--- src/rtl/rv32i_lsu.sv ---
// rv32i_lsu: single-outstanding RV32I load/store unit driving a req/ack word bus.
// Optional RV32I_LSU_MISALIGN_TRAP_EN: misaligned H/W requests skip the bus and report misalign_o.
module rv32i_lsu (
  input  logic        clk_i,
  input  logic        rst_i,
  input  logic [31:0] addr_i,
  input  logic [31:0] wdata_i,
  input  logic [2:0]  funct3_i,
  input  logic        load_i,
  input  logic        store_i,
  output logic        stall_o,
  output logic        done_o,
  output logic [31:0] rdata_o,
  output logic        err_o,
  output logic        misalign_o,
  output logic        bus_req_o,
  output logic        bus_we_o,
  output logic [31:0] bus_addr_o,
  output logic [31:0] bus_wdata_o,
  output logic [3:0]  bus_be_o,
  input  logic        bus_ack_i,
  input  logic        bus_err_i,
  input  logic [31:0] bus_rdata_i
);

  typedef enum logic [1:0] {
    IDLE = 2'd0,
    REQ  = 2'd1,
    DONE = 2'd2
  } state_t;

  state_t      state_reg;
  logic [1:0]  lane_reg;
  logic [2:0]  funct3_reg;
  logic        bus_req_reg;
  logic        bus_we_reg;
  logic [31:0] bus_addr_reg;
  logic [31:0] bus_wdata_reg;
  logic [3:0]  bus_be_reg;
  logic [31:0] rdata_reg;
  logic        err_reg;

  logic        req_valid;
  logic        is_word_in;
  logic        is_half_in;
  logic [31:0] wdata_next;
  logic [3:0]  be_next;
  logic [31:0] load_next;
  logic [7:0]  byte_sel;
  logic [15:0] half_sel;

  // funct3[1] set means word (covers 010/011/110/111); otherwise funct3[0] picks half vs byte.
  assign req_valid  = load_i | store_i;
  assign is_word_in = funct3_i[1];
  assign is_half_in = ~funct3_i[1] & funct3_i[0];

  genvar gi;
  generate
    for (gi = 0; gi < 4; gi++) begin : g_lane
      assign wdata_next[8*gi +: 8] = is_word_in ? wdata_i[8*gi +: 8] :
                                     is_half_in ? wdata_i[8*(gi%2) +: 8] :
                                                  wdata_i[7:0];
      assign be_next[gi] = load_i | is_word_in |
                           (is_half_in ? (addr_i[1] == 1'(gi / 2))
                                       : (addr_i[1:0] == 2'(gi)));
    end
  endgenerate

  // Lane select and extension of the returned word, using the request latched at issue.
  always_comb begin
    byte_sel = bus_rdata_i[7:0];
    case (lane_reg)
      2'd1:    byte_sel = bus_rdata_i[15:8];
      2'd2:    byte_sel = bus_rdata_i[23:16];
      2'd3:    byte_sel = bus_rdata_i[31:24];
      default: byte_sel = bus_rdata_i[7:0];
    endcase
    half_sel  = lane_reg[1] ? bus_rdata_i[31:16] : bus_rdata_i[15:0];
    load_next = bus_rdata_i;
    if (!funct3_reg[1]) begin
      if (funct3_reg[0])
        load_next = {{16{~funct3_reg[2] & half_sel[15]}}, half_sel};
      else
        load_next = {{24{~funct3_reg[2] & byte_sel[7]}}, byte_sel};
    end
  end

`ifdef RV32I_LSU_MISALIGN_TRAP_EN
  logic misalign_in;
  logic misalign_reg;
  assign misalign_in = is_word_in ? (addr_i[1:0] != 2'b00) : (is_half_in & addr_i[0]);
  assign misalign_o  = misalign_reg;
`else
  assign misalign_o  = 1'b0;
`endif

  always_ff @(posedge clk_i) begin
    if (rst_i) begin
      state_reg     <= IDLE;
      lane_reg      <= 2'b00;
      funct3_reg    <= 3'b000;
      bus_req_reg   <= 1'b0;
      bus_we_reg    <= 1'b0;
      bus_addr_reg  <= 32'h0;
      bus_wdata_reg <= 32'h0;
      bus_be_reg    <= 4'h0;
      rdata_reg     <= 32'h0;
      err_reg       <= 1'b0;
`ifdef RV32I_LSU_MISALIGN_TRAP_EN
      misalign_reg  <= 1'b0;
`endif
    end else begin
      case (state_reg)
        IDLE: begin
          if (req_valid) begin
            lane_reg   <= addr_i[1:0];
            funct3_reg <= funct3_i;
`ifdef RV32I_LSU_MISALIGN_TRAP_EN
            if (misalign_in) begin
              state_reg    <= DONE;
              misalign_reg <= 1'b1;
            end else
`endif
            begin
              state_reg     <= REQ;
              bus_req_reg   <= 1'b1;
              bus_we_reg    <= store_i & ~load_i;
              bus_addr_reg  <= {addr_i[31:2], 2'b00};
              bus_wdata_reg <= wdata_next;
              bus_be_reg    <= be_next;
            end
          end
        end
        REQ: begin
          if (bus_ack_i || bus_err_i) begin
            state_reg   <= DONE;
            bus_req_reg <= 1'b0;
            err_reg     <= bus_err_i;
            rdata_reg   <= (bus_err_i || bus_we_reg) ? 32'h0 : load_next;
          end
        end
        DONE: begin
          // Result fields are only meaningful for the single DONE cycle.
          state_reg <= IDLE;
          rdata_reg <= 32'h0;
          err_reg   <= 1'b0;
`ifdef RV32I_LSU_MISALIGN_TRAP_EN
          misalign_reg <= 1'b0;
`endif
        end
        default: state_reg <= IDLE;
      endcase
    end
  end

  assign stall_o     = (state_reg == REQ) | ((state_reg == IDLE) & req_valid);
  assign done_o      = (state_reg == DONE);
  assign rdata_o     = rdata_reg;
  assign err_o       = err_reg;
  assign bus_req_o   = bus_req_reg;
  assign bus_we_o    = bus_we_reg;
  assign bus_addr_o  = bus_addr_reg;
  assign bus_wdata_o = bus_wdata_reg;
  assign bus_be_o    = bus_be_reg;

endmodule

--- config.mk ---
export PLATFORM = sky130hd
export DESIGN_NAME = rv32i_lsu
export DESIGN_NICKNAME = d
export VERILOG_FILES = /design/src/rtl/rv32i_lsu.sv
export SDC_FILE = /design/constraint.sdc
export NUM_CORES = 1
export LEC_CHECK = 0
export ABC_AREA = 0
export CAP_MARGIN = 20
export CELL_PAD_IN_SITES_DETAIL_PLACEMENT = 0
export CELL_PAD_IN_SITES_GLOBAL_PLACEMENT = 1
export CORE_ASPECT_RATIO = 1.1
export CORE_UTILIZATION = 30
export CTS_BUF_LIST = sky130_fd_sc_hd__clkbuf_8 sky130_fd_sc_hd__clkbuf_16
export DETAILED_ROUTE_END_ITERATION = 16
export PLACE_DENSITY_LB_ADDON = 0.1
export SLEW_MARGIN = 20
export SYNTH_ARGS = -nofsm -noshare
export SYNTH_HDL_FRONTEND = slang
export SYNTH_SLANG_ARGS = --single-unit
--- constraint.sdc ---
create_clock -name clk_i -period 2.08 [get_ports clk_i]
set_input_delay 0.312 -clock clk_i [delete_from_list [all_inputs] [get_ports clk_i]]
set_output_delay 0.312 -clock clk_i [all_outputs]
set_load 0.01 [all_outputs]
==> run summary <==
Once placement finished, the instance area stood at 6983 um^2. TritonCTS built the clock tree. The initial antenna violation count came to 1. The smallest clock period supported by the final layout is computed as a little under 2 ns. The number of buffers and inverters on the critical path came out at 1. In the final layout, the share of cells above drive strength 1 is 0.07182.

The largest net degree at the start of global routing is 74. After detailed routing, the total wire length is 14610 um. The depth of the CTS H-tree came out at 3. Setup repair after global routing left no endpoint under its margin. The path type of the worst min-delay path is input pin to flop. Leaving out fill and tap cells, the most frequent cell in the layout is clkdlybuf4s50_1. The count of nets left with antenna violations once routing finished came out at 0. Data on the critical path is required at its endpoint by 1.77 ns. The max-slew violation count is 0. The worst setup path is of the flop to output pin kind.

The horizontal extent of the die is 121.1 um. The proportion of synthesized chip area in sequential cells is 0.4615. Across the routed clock network, the largest skew measured is 0.003659 ns. In the post-route analysis, the smallest setup slack over all paths is 0.1150 ns.

The wire length of the first global-routing pass is 23030 um. The finished layout holds 935 standard cells, fillers aside. The clock latency at the later pin of the worst-skew pair is about 0.35 ns. The flow ran to the end, and the final reports show no timing, DRC or antenna violations. In the routed design, unresolved DRC markers number 0. The gate count after technology mapping is 539. The final count of hold timing violations is 0. For this design the top-level I/O count stands at approximately 210. For this run, the number of Yosys warnings is 0. The net count of the finished layout is 838.

CTS placed an instance of clkbuf_16 at the clock tree root. The number of buffers created by CTS came out at 9. Post-CTS timing repair inserted 0 buffers for setup. The total grt overflow came out at 0. The flop and latch count out of synthesis came out at 108. Timing analysis after detailed placement gives a worst setup slack of 0.05070 ns. Including well taps, the total number of placed cells is between 900 and 1000. The synthesized area divided by synthesized cell count came out at 8.691 um^2. The utilization after layout came out at 0.4795.

The detail-routed net length per standard cell is 15.63 um. VDD sags by at most 0.0003164 V. The area of the multi-input gates came out at 2171 um^2.

Summing all non-filler instances in the final layout gives an area of slightly above 7000 um^2. The filler cell count in the final layout is 1497. Across the run, the number of max-cap violations was 0.

The via-per-instance ratio is ~4.8. The flip-flop and latch area is 2162 um^2. The library cells used most frequently in the layout, excluding fill and tap cells, are clkdlybuf4s50_1, nand2_1, dfxtp_1.

The final weighted congestion in routability-driven placement is 0.7763. Detailed placement finished with a half-perimeter wire length of approximately 11000 um. The total vias in the final route came out at ~4500. Port buffering added 207 buffers. The top flip-flop cell by instance count after synthesis is dfxtp_1. The total die area is 16120 um^2. The via count of the first global-routing pass came out at 4428. The maximum buffer depth of the clock tree is 2. The number of flops mapped to enable cells by yosys is 0. The highest clock frequency the design can meet is 0.5089 GHz. For this run, the total global-route usage over all layers was measured as 0.1826. The die outline height is 133.1 um. In the finished design, the share of the clock period the worst path needs comes to 0.9447.

In this run, post-CTS hold repair placed 0 buffers. The static power due to leakage is between 2 and 3 nW. The count of clock tree sinks came out at 108. The clock transition time at the flip-flop clock pins of the worst setup and hold paths is approximately 0.07 ns. The summed instance area of the synthesized netlist came out at 4684 um^2. The length of the first detailed-routing pass in iterations is 5. The area growth from synthesis to layout is 55.32%. Data on the critical path arrives at its endpoint at 1.65 ns. Summed over all failing endpoints, the final setup total negative slack is 0 ns. Setup violations remaining at the end of the flow were counted as 0. In this run, distinct cell masters in the synthesized netlist total 44. On the critical path, the stage with the largest delay is an instance of dfxtp_1. The violation count after the first detailed-route iteration came out at about 260.

Dividing total power by cell area gives a power density of 719.4 nW/um^2. The floorplan has 47 rows. The worst stage delay on the critical path came out at 0.51 ns. The type of element launching the critical path is a flop. The core area came out at 15170 um^2.

The post-cts resize count came out at 0. The worst setup path is captured at an output pin. The initial core utilization came out at 0.3088. Walking the worst path, the cells encountered are and2b_2 -> clkdlybuf4s50_1. Of all nets on the critical path, the largest fanout is 8. The kind of cell with the highest combined delay on the critical path is flip-flops. The async set or reset register ratio after synthesis came out at 0.
==> power breakdown <==
part           internal [mW]  switching (mW)  leakage (nW)
Clock                  0.905           0.767         0.142
Sequential              2.22          0.0988         0.887
Combinational          0.669           0.571          1.81
Total                   3.80            1.44          2.84
==> synth_stat cells (2+ instances only) <==
cell      instances  area (um^2)
nor3_1            3        15.01
nand2_1         115        431.7
a211o_1          14        122.6
or2_2             4        25.02
a21oi_1          67        335.3
a221o_1          22        220.2
nor2_1           20        75.07
nand3b_1          2        15.01
mux2i_1          21        210.2
nor3b_1           2        15.01
buf_2            17        85.08
dfxtp_1         108         2162
and2b_2           2        17.52
clkbuf_1         17        63.81
nor2b_1           8        50.05
o21ai_0           6        30.03
buf_6             4        45.04
a22o_1            7        61.31
a222oi_1          6        60.06
inv_1            26        97.59
a211oi_1         19        142.6
o22ai_1           8        50.05
buf_4             8        60.06
nand2b_1          5        31.28
and2_1            9        56.30
==> worst reg2reg max path: stages (launching register included) <==
cell     delay (ns)
dfxtp_1        0.51
buf_4          0.24
mux2i_1        0.40
nand2_1        0.10
a221o_1        0.33
==> worst paths after layout <==
kind | endpoint | start | depth (start not counted) | slack, ns
worst max register to register | rdata_o[11] | lane_reg[1] | 4 | 0.40
worst min-delay path | err_o | rst_i | 2 | 0.29
worst max-delay path | done_o | state_reg[0] | 2 | 0.12
worst min register to register | bus_wdata_o[30] | bus_wdata_o[30] | 2 | 0.45
==> metal layers <==
metal  up-vias  track usage  share of wire
met4         0      0.07270          0.021
met3        19      0.05948          0.076
met1      2048       0.2163           0.43
met5         -            0              0
li1       2267            -              -
met2       149       0.3025           0.47
==> cell type report <==
class                   instances  share of cell area
well taps                     196             0.03371
inverters                      26             0.01341
diodes                          1           0.0003439
multi-input cells             359              0.2984
repair buffers                229              0.3171
clock buffers                  12             0.03663
flip-flops and latches        108              0.2972
clock inverters                 4            0.003267
==> cells by family after synthesis <==
group                  synth area share
AND/OR/NAND/NOR                  0.1664
AO/OA/AOI/OAI                    0.2439
flip-flops                       0.4615
buffers and inverters           0.08013
multiplexers                    0.04728
other                         0.0008005
==> metrics by stage <==
| step | power, mW | hold slack [ns] |
|---|---|---|
| global placement | 3.605 | 0.4394 |
| CTS | 5.304 | 0.2783 |
| finish | 5.234 | 0.2918 |
| detailed placement | 3.618 | 0.4451 |
| global route | 5.500 | 0.3056 |
| floorplan | 2.935 | 0.4086 |
Note: power is estimated with default switching activity, not from simulation.
